File: src/rtl/cond_eval_unit.sv
// cond_eval_unit: ARM-style condition evaluator with a pending flag-writer
// counter. Branches stall while flag writers are still outstanding.
// Optional feature macro COND_FWD_EN: lets a branch waiting on a single
// outstanding writer resolve in the cycle that writer's flags arrive,
// evaluating on new_flags instead of flags_q.
module cond_eval_unit (
   input  logic       clk,
   input  logic       reset,
   input  logic       flag_pend_inc,
   input  logic       flag_we,
   input  logic [3:0] new_flags,
   input  logic       br_valid,
   input  logic [3:0] br_cond,
   output logic       br_stall,
   output logic       br_done,
   output logic       br_taken,
   output logic [3:0] flags_q,
   output logic       pend_err
);

   logic [1:0] pend_cnt;
   logic       flags_ready;
   logic [3:0] eval_flags;
   logic       accept;
   logic       cond_pass;

   // ARM condition table on {N,Z,C,V}
   function automatic logic cond_true(input logic [3:0] cc, input logic [3:0] f);
      logic n, z, c, v;
      logic res;
      n = f[3];
      z = f[2];
      c = f[1];
      v = f[0];
      case (cc)
         4'b0000: res = z;
         4'b0001: res = !z;
         4'b0010: res = c;
         4'b0011: res = !c;
         4'b0100: res = n;
         4'b0101: res = !n;
         4'b0110: res = v;
         4'b0111: res = !v;
         4'b1000: res = c & !z;
         4'b1001: res = !(c & !z);
         4'b1010: res = (n == v);
         4'b1011: res = (n != v);
         4'b1100: res = !z & (n == v);
         4'b1101: res = !(!z & (n == v));
         default: res = 1'b1;
      endcase
      return res;
   endfunction

   // Readiness and the flag source used for evaluation
   always_comb begin
      flags_ready = (pend_cnt == 2'd0);
      eval_flags  = flags_q;
`ifdef COND_FWD_EN
      if (pend_cnt == 2'd1 && flag_we) begin
         flags_ready = 1'b1;
         eval_flags  = new_flags;
      end
`endif
      br_stall  = br_valid & !flags_ready;
      accept    = br_valid & !br_stall;
      cond_pass = cond_true(br_cond, eval_flags);
   end

   // Architectural flag register
   always_ff @(posedge clk) begin
      if (reset)
         flags_q <= '0;
      else if (flag_we)
         flags_q <= new_flags;
   end

   // Pending writer counter with sticky saturation error
   always_ff @(posedge clk) begin
      if (reset) begin
         pend_cnt <= '0;
         pend_err <= 1'b0;
      end else begin
         case ({flag_pend_inc, flag_we})
            2'b10: begin
               if (pend_cnt == 2'd3)
                  pend_err <= 1'b1;
               else
                  pend_cnt <= pend_cnt + 2'd1;
            end
            2'b01: begin
               if (pend_cnt != 2'd0)
                  pend_cnt <= pend_cnt - 2'd1;
            end
            default: ;
         endcase
      end
   end

   // Branch resolution pulse and result
   always_ff @(posedge clk) begin
      if (reset) begin
         br_done  <= 1'b0;
         br_taken <= 1'b0;
      end else begin
         br_done <= accept;
         if (accept)
            br_taken <= cond_pass;
      end
   end

endmodule

File: config.mk
export PLATFORM = sky130hd
export DESIGN_NAME = cond_eval_unit
export DESIGN_NICKNAME = d
export VERILOG_FILES = /design/src/rtl/cond_eval_unit.sv
export SDC_FILE = /design/constraint.sdc
export NUM_CORES = 1
export LEC_CHECK = 0
export ABC_AREA = 0
export BUFFER_PORTS_ARGS = -buffer_cell sky130_fd_sc_hd__buf_4
export CORE_MARGIN = 3
export CORE_UTILIZATION = 41
export DETAILED_ROUTE_END_ITERATION = 10
export MAX_ROUTING_LAYER = met4
export PLACE_DENSITY = 0.72
export SYNTH_ARGS = -nofsm -noshare
export SYNTH_HDL_FRONTEND = slang
export SYNTH_SLANG_ARGS = --single-unit
File: constraint.sdc
create_clock -name clk -period 1.3 [get_ports clk]
set_clock_uncertainty 0.05 [all_clocks]
set_input_delay 0.195 -clock clk [delete_from_list [all_inputs] [get_ports clk]]
set_output_delay 0.195 -clock clk [all_outputs]
set_load 0.01 [all_outputs]
==> run_results.csv, run 1 <==
group,metric,value,unit
status,status,"complete, no violations",
global_route,grt_pass1_vias,443,
critical_path,cp_num_buf_inv,1,
hold_path,worstHoldStart,"reset",
critical_path,cp.arrival,1390,ps
clock_network,clkLatencyLatePin,260,ps
floorplanning,fp.dieH,42.4,um
critical_path,crit_type,"flop to flop",
critical_path,regToRegStartpoint,"flags_q[2]",
drt,route.detailed.drc,0,
synthesis,syn_area_per_cell,7.85,um2
floorplanning,core_area,0.00117,mm2
critical_path,crit_chain,"inv_2 > or3_1 > a21oi_1 > o21ai_1 > a311oi_1",
placement,place_inst,103,
clock_network,cts-htree-levels,1,
placement,place.gp.congestion,0.754,
drt,viasPerCell,5.02,
critical_path,end_kind,"flop",
critical_path,cp_top_family,"compound AO/OA/AOI/OAI gates",
global_route,grt_max_degree,10,
critical_path,slowest_delay,360,ps
timing,setup_viol,0,
drt,route.met2.wl,567,um
timing,tightest_slew,186,ps
drt,dr_wl_met3,72,um
layout,finalNonFillerCells,107,
layout,fin_area,762,um2
synthesis,synth_cell_types,27,
clock_network,hold_buffers,0,
clock_network,clk_pin_slew,60,ps
synthesis,synth_warnings,0,
timing,timing.final.crit_period,1270,ps
floorplanning,die-area,0.00179,mm2
placement,placed_area,718,um2
synthesis,ys_ff_latch,9,
timing,period_share,97.3,%
drt,dr.pass1.iters,4,
global_route,track_usage,14.6,%
synthesis,syn_area,542,um2
drt,wl_met1,503,um
clock_network,cts_sinks,9,
timing,fmax,790,MHz
floorplanning,rows,12,
critical_path,worstPathMaxFanout,4,
drt,vias,537,
hold_path,min_to,"br_done",
synthesis,ys_seq_area_share,33.3,%
job,drv_cap,0,
clock_network,cts-root-buf,"clkbuf_4",
drt,routed.top_layer,"met4",
global_route,grt_overflow,0,
synthesis,ys.flop_type,"dfxtp_1",
clock_network,cts_tree,"built",
critical_path,critPathRequiredTime,1430,ps
timing,worst_slack,35.0,ps
drt,ant_nets,0,
drt,wl_per_cell,10.8,um
layout,syn2layout_area_growth,40.6,%
critical_path,r2r_slack,30,ps
pwr,p_leak,0.359,nW
clock_network,numCtsBuffers,3,
hold_path,hp-class,"input pin to flop",
drt,drt_iter0_drc,9,
synthesis,syn-num-nets,82,
global_route,antenna_found_initial,0,
timing,slew_headroom,87.5,%
hold_path,min_path_cells,2,
drt,drt-total-wl,1150,um
critical_path,worstReg2RegEnd,"br_taken",
floorplanning,start_util,46.3,%
clock_network,clockBufferDepth,2,
critical_path,worstSetupStartpointType,"flop",
timing,hold_viol_final,0,
placement,io_buffers,20,
layout,nNetsFinal,107,
timing,grt_setup_unrepaired,"yes",
critical_path,worstRegToRegCells,5,
layout,antennaDiodeCount,0,
placement,dp_slack,-9.39,ps
synthesis,async_flop_share,0,%
timing,slew_violations,0,
placement,place_hpwl,923,um
global_route,grt_pass1_wl,1900,um
floorplanning,die_w,42.4,um
floorplanning,ioPinCount,21,
synthesis,synth-edff-count,0,
synthesis,synthCells,69,
layout,drive_gt1_share,38.7,%
pwr,power_density,918,mW/mm2
pwr,peakVddDrop,0.000822,V
pwr,power,0.000700,W
critical_path,slowest_stage,"or3_1",
-- what timing repair did --
item | in CTS | in global routing
gates cloned | 0 | 0
pin swaps | 0 | 0
resized for setup | 1 | 5
setup endpoints to repair | 1 | 2
buffers inserted | 0 | 1
-- routing by layer --
metal | GRT usage [%] | vias to the layer above
met2 | 22.2 | 15
met3 | 7.73 | 2
met4 | 3.73 | 0
li1 | - | 290
met5 | - | -
met1 | 16.7 | 230
-- final cells by class --
cell class	instances	area (um2)
fillers	113	409
multi-input cells	51	327
repair buffers	25	191
flip-flops and latches	9	185
clock buffers	4	26.3
well taps	14	17.5
inverters	4	15.0
-- per-stage QoR --
stage / TNS (ps) / hold slack [ps] / util (%)
after floorplan: 0 / 292 / -
after global placement: 0 / 379 / 61.3
after detailed placement: -9.39 / 388 / 61.3
after CTS: 0 / 112 / 63.7
after global routing: -48.5 / 114 / 65.1
final: 0 / 116 / 65.1
-- synthesized netlist by cell type, drive strengths merged (2+ instances only) --
cell	number	area share, %
nor2b	2	2.3
a31oi	3	3.5
mux2i	5	9.2
o21ai	5	4.6
nor2	11	7.6
a21oi	6	5.5
clkbuf	2	1.4
inv	4	2.8
xor2	2	3.2
nor3	2	1.8
o21a	2	2.8
nand2	2	1.4
buf	3	4.2
dfxtp	9	33
xnor2	2	3.2
nor3b	2	2.8
-- cell usage in the layout (no fill, tap or decap), drive strengths merged --
cell type	synthesis	final
a21o	1	1
a21oi	6	6
a22oi	1	1
a311oi	1	1
a31oi	3	3
buf	3	25
clkbuf	2	4
dfxtp	9	9
inv	4	4
mux2	1	1
mux2i	5	5
nand2	2	2
nand3	1	1
nor2	11	11
nor2b	2	2
nor3	2	2
nor3b	2	2
o21a	2	2
o21ai	5	5
o22ai	1	1
or3	1	1
xnor2	2	2
xor2	2	2
-- worst register-to-register path, stage by stage (launching register included) --
cell      delay [ps]
dfxtp_2          350
inv_2             40
or3_1            360
a21oi_1          130
o21ai_1           80
a311oi_1         190
-- logic make-up (layout without fill, tap and decap cells) --
kind of cell           count (synthesis)  count (layout)  synth area share [%]
AO/OA/AOI/OAI                         20              20                  21.9
XOR/XNOR                               4               4                  6.47
buffers and inverters                  9              33                  8.31
flip-flops                             9               9                  33.3
multiplexers                           6               6                  12.0
AND/OR/NAND/NOR                       21              21                  18.0
-- report_power, final --
| part | internal, W | total, W | leakage, nW | switching [W] |
|---|---|---|---|---|
| combinational | 0.0000992 | 0.000177 | 0.269 | 0.0000781 |
| sequential | 0.000294 | 0.000308 | 0.0756 | 0.0000141 |
| clock | 0.000118 | 0.000215 | 0.0150 | 0.0000964 |
-- state kept, by name, summed over array words and instances (netlist names) --
signal    flops
pend_cnt      2
br_done       1
br_taken      1
flags_q       4
pend_err      1
-- worst max path at each step --
stage	slack, ps	depth (start not counted)	startpoint	end
after floorplan	30	5	flags_q[2]	br_taken
after global placement	30	5	br_cond[1]	br_taken
after detailed placement	-9	5	br_cond[1]	br_taken
after CTS	10	3	pend_cnt[0]	br_stall
after global routing	-50	5	flags_q[2]	br_taken
final	30	5	flags_q[2]	br_taken
No activity file was read; power rests on OpenSTA's default activity.
==> run 2, diff against run 1 <==
- ABC_AREA: 0 -> 1
- CORE_UTILIZATION: 41 -> 42
==> run_results.csv, run 2 <==
group,metric,value,unit
global_route,grt_max_degree,10,
clock_network,cts_sinks,9,
clock_network,clk_pin_slew,60,ps
synthesis,ys.flop_type,"dfxtp_1",
drt,drt-total-wl,1390,um
synthesis,synth_area_leader_cell,"dfxtp_1",
synthesis,synth_top_area_share,30.5,%
timing,hold_slack,118,ps
floorplanning,die-area,0.00189,mm2
floorplanning,core_area,0.00122,mm2
timing,setup_viol,0,
drt,route.detailed.drc,0,
clock_network,cts_tree,"built",
drt,viasPerCell,4.97,
pwr,peakVddDrop,0.000520,V
synthesis,synth_common_cells,"30 x nand2_1, 18 x nor2_1, 11 x inv_1, 9 x dfxtp_1",
critical_path,worstPathMaxFanout,4,
timing,grt_setup_unrepaired,"no",
layout,largest_reg_flops,4,
job,drv_cap,0,
synthesis,async_flop_share,0,%
clock_network,clkLatencyLatePin,260,ps
critical_path,worstRegToRegCells,9,
layout,finalNonFillerCells,135,
timing,fmax,823,MHz
layout,largest_register,"flags_q",
drt,drt_iter0_drc,6,
layout,antennaDiodeCount,0,
synthesis,synthAdderAreaFrac,0,%
critical_path,r2r_slack,150,ps
placement,place.gp.congestion,0.948,
synthesis,synth_cell_types,17,
floorplanning,ioPinCount,21,
global_route,grt_util_met2,25.4,%
synthesis,synth_top_family_by_area,"simple AND/OR/NAND/NOR gates",
status,status,"complete, no violations",
critical_path,worstSetupStartpointType,"flop",
global_route,antenna_found_initial,0,
timing,hold_viol_final,0,
global_route,grt_overflow,0,
layout,top_regs,"flags_q: 4 flops, pend_cnt: 2 flops",
synthesis,syn_area_per_cell,6.03,um2
drt,vias,671,
placement,place_inst,131,
drt,ant_nets,0,
layout,drive_gt1_share,30.6,%
clock_network,clockBufferDepth,2,
global_route,busiest_layer,"met2",
critical_path,critPathLaunch,"pend_cnt[1]",
clock_network,hold_buffers,0,
synthesis,ys_ff_latch,9,
synthesis,synth_area_leaders,"dfxtp_1 31%, nand2_1 19%, nor2_1 11%, inv_1 7.0%, a211oi_1 6.4%",
critical_path,crit_end,"br_stall",
global_route,use_met3,3.73,%
global_route,grt_pass1_wl,2370,um
drt,wl_per_cell,10.3,um
layout,syn2layout_area_growth,32.2,%
synthesis,synth_warnings,0,
global_route,track_usage,16.7,%
floorplanning,fp.dieH,43.5,um
hold_path,min_path_cells,2,
critical_path,critPathRequiredTime,1050,ps
synthesis,muxShareOfSynthArea,0,%
critical_path,crit_type,"flop to output pin",
synthesis,synth-compound-area-share,10.8,%
timing,finalSetupTns,0,ps
floorplanning,rows,12,
clock_network,cts-htree-levels,1,
hold_path,worstHoldStart,"reset",
placement,io_buffers,20,
timing,slew_violations,0,
synthesis,ys_seq_area_share,30.5,%
synthesis,yosysMostFrequentCell,"nand2_1",
clock_network,numCtsBuffers,3,
global_route,grt_pass1_vias,599,
critical_path,cp.arrival,970,ps
layout,nNetsFinal,135,
synthesis,synth-edff-count,0,
synthesis,synth-simple-area-share,47.5,%
drt,dr.pass1.iters,7,
timing,slew_headroom,86.7,%
layout,fillers,127,
placement,place_hpwl,1140,um
timing,tightest_slew,199,ps
pwr,p_leak,0.415,nW
critical_path,worstReg2RegEnd,"br_taken",
clock_network,cts-root-buf,"clkbuf_4",
hold_path,hp-class,"input pin to flop",
layout,final_common_cell,"nand2_1",
floorplanning,die_w,43.5,um
timing,timing.final.crit_period,1220,ps
synthesis,synthCells,98,
critical_path,regToRegStartpoint,"flags_q[3]",
timing,period_share,93.5,%
synthesis,syn_area,591,um2
synthesis,synth_xor_xnor_area_share,1.48,%
pwr,power_density,934,mW/mm2
critical_path,end_kind,"output pin",
synthesis,syn-num-nets,111,
global_route,met1_usage,20.2,%
layout,mostFrequentLayoutCells,"30 x nand2_1, 20 x buf_4, 18 x nor2_1",
floorplanning,start_util,48.6,%
==> run 2: critical path, stage by stage, from the launching register on <==
cell     delay (ps)
dfxtp_1         360
nor2_4          160
nor2_1           50
buf_4           140
==> run 2: how the worst min path moves through the flow <==
| stage | end | slack [ps] |
|---|---|---|
| after detailed placement | br_done | 390 |
| after floorplan | br_done | 300 |
| final | pend_cnt[0] | 120 |
| after CTS | br_done | 110 |
| after global routing | br_done | 120 |
| after global placement | pend_cnt[0] | 390 |
==> run 2: area by class of cell <==
cell class	instances	area, um2	share of cell area, %
multi-input combinational	74	353	45.2
timing repair buffer	20	150	19.2
sequential	9	181	23.2
inverter	14	52.6	6.73
tap	14	17.5	2.24
clock buffer	4	26.3	3.37
==> run 2: power breakdown <==
group | switching [W] | internal (W) | total, W
Clock | 0.0000990 | 0.000118 | 0.000217
Combinational | 0.000106 | 0.0000894 | 0.000195
Sequential | 0.0000209 | 0.000296 | 0.000317
==> run 2: logic make-up (layout without fill, tap and decap cells) <==
| family | Yosys count | in the layout |
|---|---|---|
| AOI/OAI and AO/OA | 10 | 10 |
| xor gates and xnor gates | 1 | 1 |
| buffers and inverters | 15 | 38 |
| DFF | 9 | 9 |
| and+or+nand+nor | 63 | 63 |
==> run 2: what timing repair did <==
action | 4_1_cts | 5_1_grt
resized for setup | 0 | 1
setup buffers | 0 | 0
setup endpoints to repair | 0 | 1
endpoints found under the hold margin | 0 | 0
==> run 2: per-layer routing <==
layer | up-vias | share of wire [%]
met5 | - | 0
met4 | 0 | 1.9
met3 | 4 | 4.5
met2 | 16 | 48
met1 | 300 | 46
li1 | 351 | -
==> run 2: metrics by stage <==
stage	instance area, um2	power, W	utilization, %	setup slack (ps)
2_1_floorplan	591	0.000437	-	206
3_3_place_gp	753	0.000515	61.9	165
3_5_place_dp	753	0.000518	61.9	134
4_1_cts	779	0.000738	64.1	74.2
5_1_grt	781	0.000778	64.2	4.29
6_report	781	0.000729	64.2	84.7
==> run 3, diff against run 2 <==
- CELL_PAD_IN_SITES_DETAIL_PLACEMENT: not set -> 0
- CELL_PAD_IN_SITES_GLOBAL_PLACEMENT: not set -> 2
- CORE_ASPECT_RATIO: not set -> 1.1
- CORE_UTILIZATION: 42 -> 21
- PLACE_DENSITY: 0.72 -> not set
- PLACE_DENSITY_LB_ADDON: not set -> 0.1
- SETUP_SLACK_MARGIN: not set -> 0.4
==> run_results.csv, run 3 (synthesized netlist as in run 2, its figures left out) <==
group,metric,value,unit
critical_path,slowest_delay,340,ps
timing,worst_slack,141,ps
layout,fillers,294,
hold_path,hp-class,"input pin to flop",
timing,hold_slack,124,ps
timing,tightest_slew,269,ps
floorplanning,rows,19,
critical_path,crit_type,"flop to output pin",
drt,vias,665,
layout,drive_gt1_share,46.9,%
critical_path,worstSetupStartpointType,"flop",
layout,antennaDiodeCount,0,
layout,final_common_cell,"nand2_1",
layout,mostFrequentLayoutCells,"27 x nand2_1, 19 x buf_4, 18 x nor2_1",
critical_path,cp.arrival,910,ps
global_route,antenna_found_initial,0,
clock_network,cts-htree-levels,1,
placement,place.gp.congestion,0.772,
clock_network,hold_buffers,0,
floorplanning,die-area,0.00349,mm2
layout,largest_reg_flops,4,
timing,fmax,863,MHz
timing,hold_viol_final,0,
global_route,track_usage,12.0,%
placement,io_buffers,20,
critical_path,crit_chain,"nor2_4 > nor2_1 > buf_4",
drt,viasPerCell,4.18,
floorplanning,die_w,56.6,um
floorplanning,fp.dieH,61.6,um
pwr,power_density,840,mW/mm2
drt,route.detailed.drc,0,
drt,dr.pass1.iters,4,
timing,timing.final.crit_period,1160,ps
floorplanning,start_util,22.8,%
timing,slew_violations,0,
floorplanning,core_area,0.00259,mm2
critical_path,end_kind,"output pin",
status,status,"complete, no violations",
clock_network,cts_tree,"built",
clock_network,cts_sinks,9,
clock_network,cts-root-buf,"clkbuf_4",
layout,top_regs,"flags_q: 4 flops, pend_cnt: 2 flops",
pwr,p_leak,0.465,nW
global_route,grt_pass1_vias,684,
critical_path,worstPathMaxFanout,4,
drt,drt_iter0_drc,6,
pwr,power,0.000788,W
clock_network,clkLatencyLatePin,250,ps
global_route,grt_overflow,0,
layout,nNetsFinal,142,
floorplanning,ioPinCount,21,
global_route,grt_max_degree,10,
drt,drt-total-wl,1800,um
clock_network,clk_pin_slew,60,ps
timing,finalSetupTns,0,ps
layout,syn2layout_area_growth,58.9,%
critical_path,slowest_stage,"dfxtp_2",
timing,period_share,89.2,%
clock_network,numCtsBuffers,3,
critical_path,critPathRequiredTime,1050,ps
timing,setup_viol,0,
layout,largest_register,"flags_q",
timing,slew_headroom,82.1,%
drt,wl_per_cell,11.3,um
drt,ant_nets,0,
pwr,peakVddDrop,0.000612,V
clock_network,clockBufferDepth,2,
timing,grt_setup_unrepaired,"yes",
placement,dp_slack,165,ps
job,drv_cap,0,
placement,place_hpwl,1390,um
global_route,grt_pass1_wl,3020,um
-- run 3: worst paths after layout --
check,slack (ps),endpoint,depth (start not counted),from
worst max-delay path,140,br_stall,3,pend_cnt[1]
worst min-delay path,120,pend_cnt[0],2,reset
worst max register to register,210,br_taken,9,flags_q[0]
worst min register to register,430,pend_err,2,pend_err
-- run 3: repair_timing --
item	CTS	global route
gates resized for setup	21	4
setup endpoints to repair	10	14
setup buffers	4	3
pin swaps	7	4
-- run 3: final cells by class --
class / count / area (um2) / area share [%]
clock buffer: 4 / 26.3 / 2.80
inverter: 14 / 57.6 / 6.13
multi-input combinational: 74 / 379 / 40.4
sequential: 9 / 204 / 21.7
tap: 31 / 38.8 / 4.13
timing repair buffer: 27 / 233 / 24.8
-- run 3: metal layers --
layer	wire (um)	part of all wire (%)	global-route usage, %
met4	31	1.7	5.42
met1	759	42	12.5
met3	73	4.0	2.73
met2	939	52	21.8
met5	0	0	-
-- run 3: critical path: cells and delay by family (launching register included) --
kind	cells	cell delay, ps
buffers and inverters	1	130
flip-flops	1	340
AND/OR/NAND/NOR	2	190
-- run 3: power by group --
part	switching [W]	total, W	internal (W)
Combinational	0.000125	0.000253	0.000128
Clock	0.0000956	0.000214	0.000118
Sequential	0.0000252	0.000321	0.000296
-- run 3: through the flow --
step                      cell area, um2  utilization, %  cells
after detailed placement             785            30.3    148
after global placement               785            30.3    148
after CTS                            897            34.6    156
after floorplan                      601               -     98
after global routing                 938            36.2    159
final                                938            36.2    159
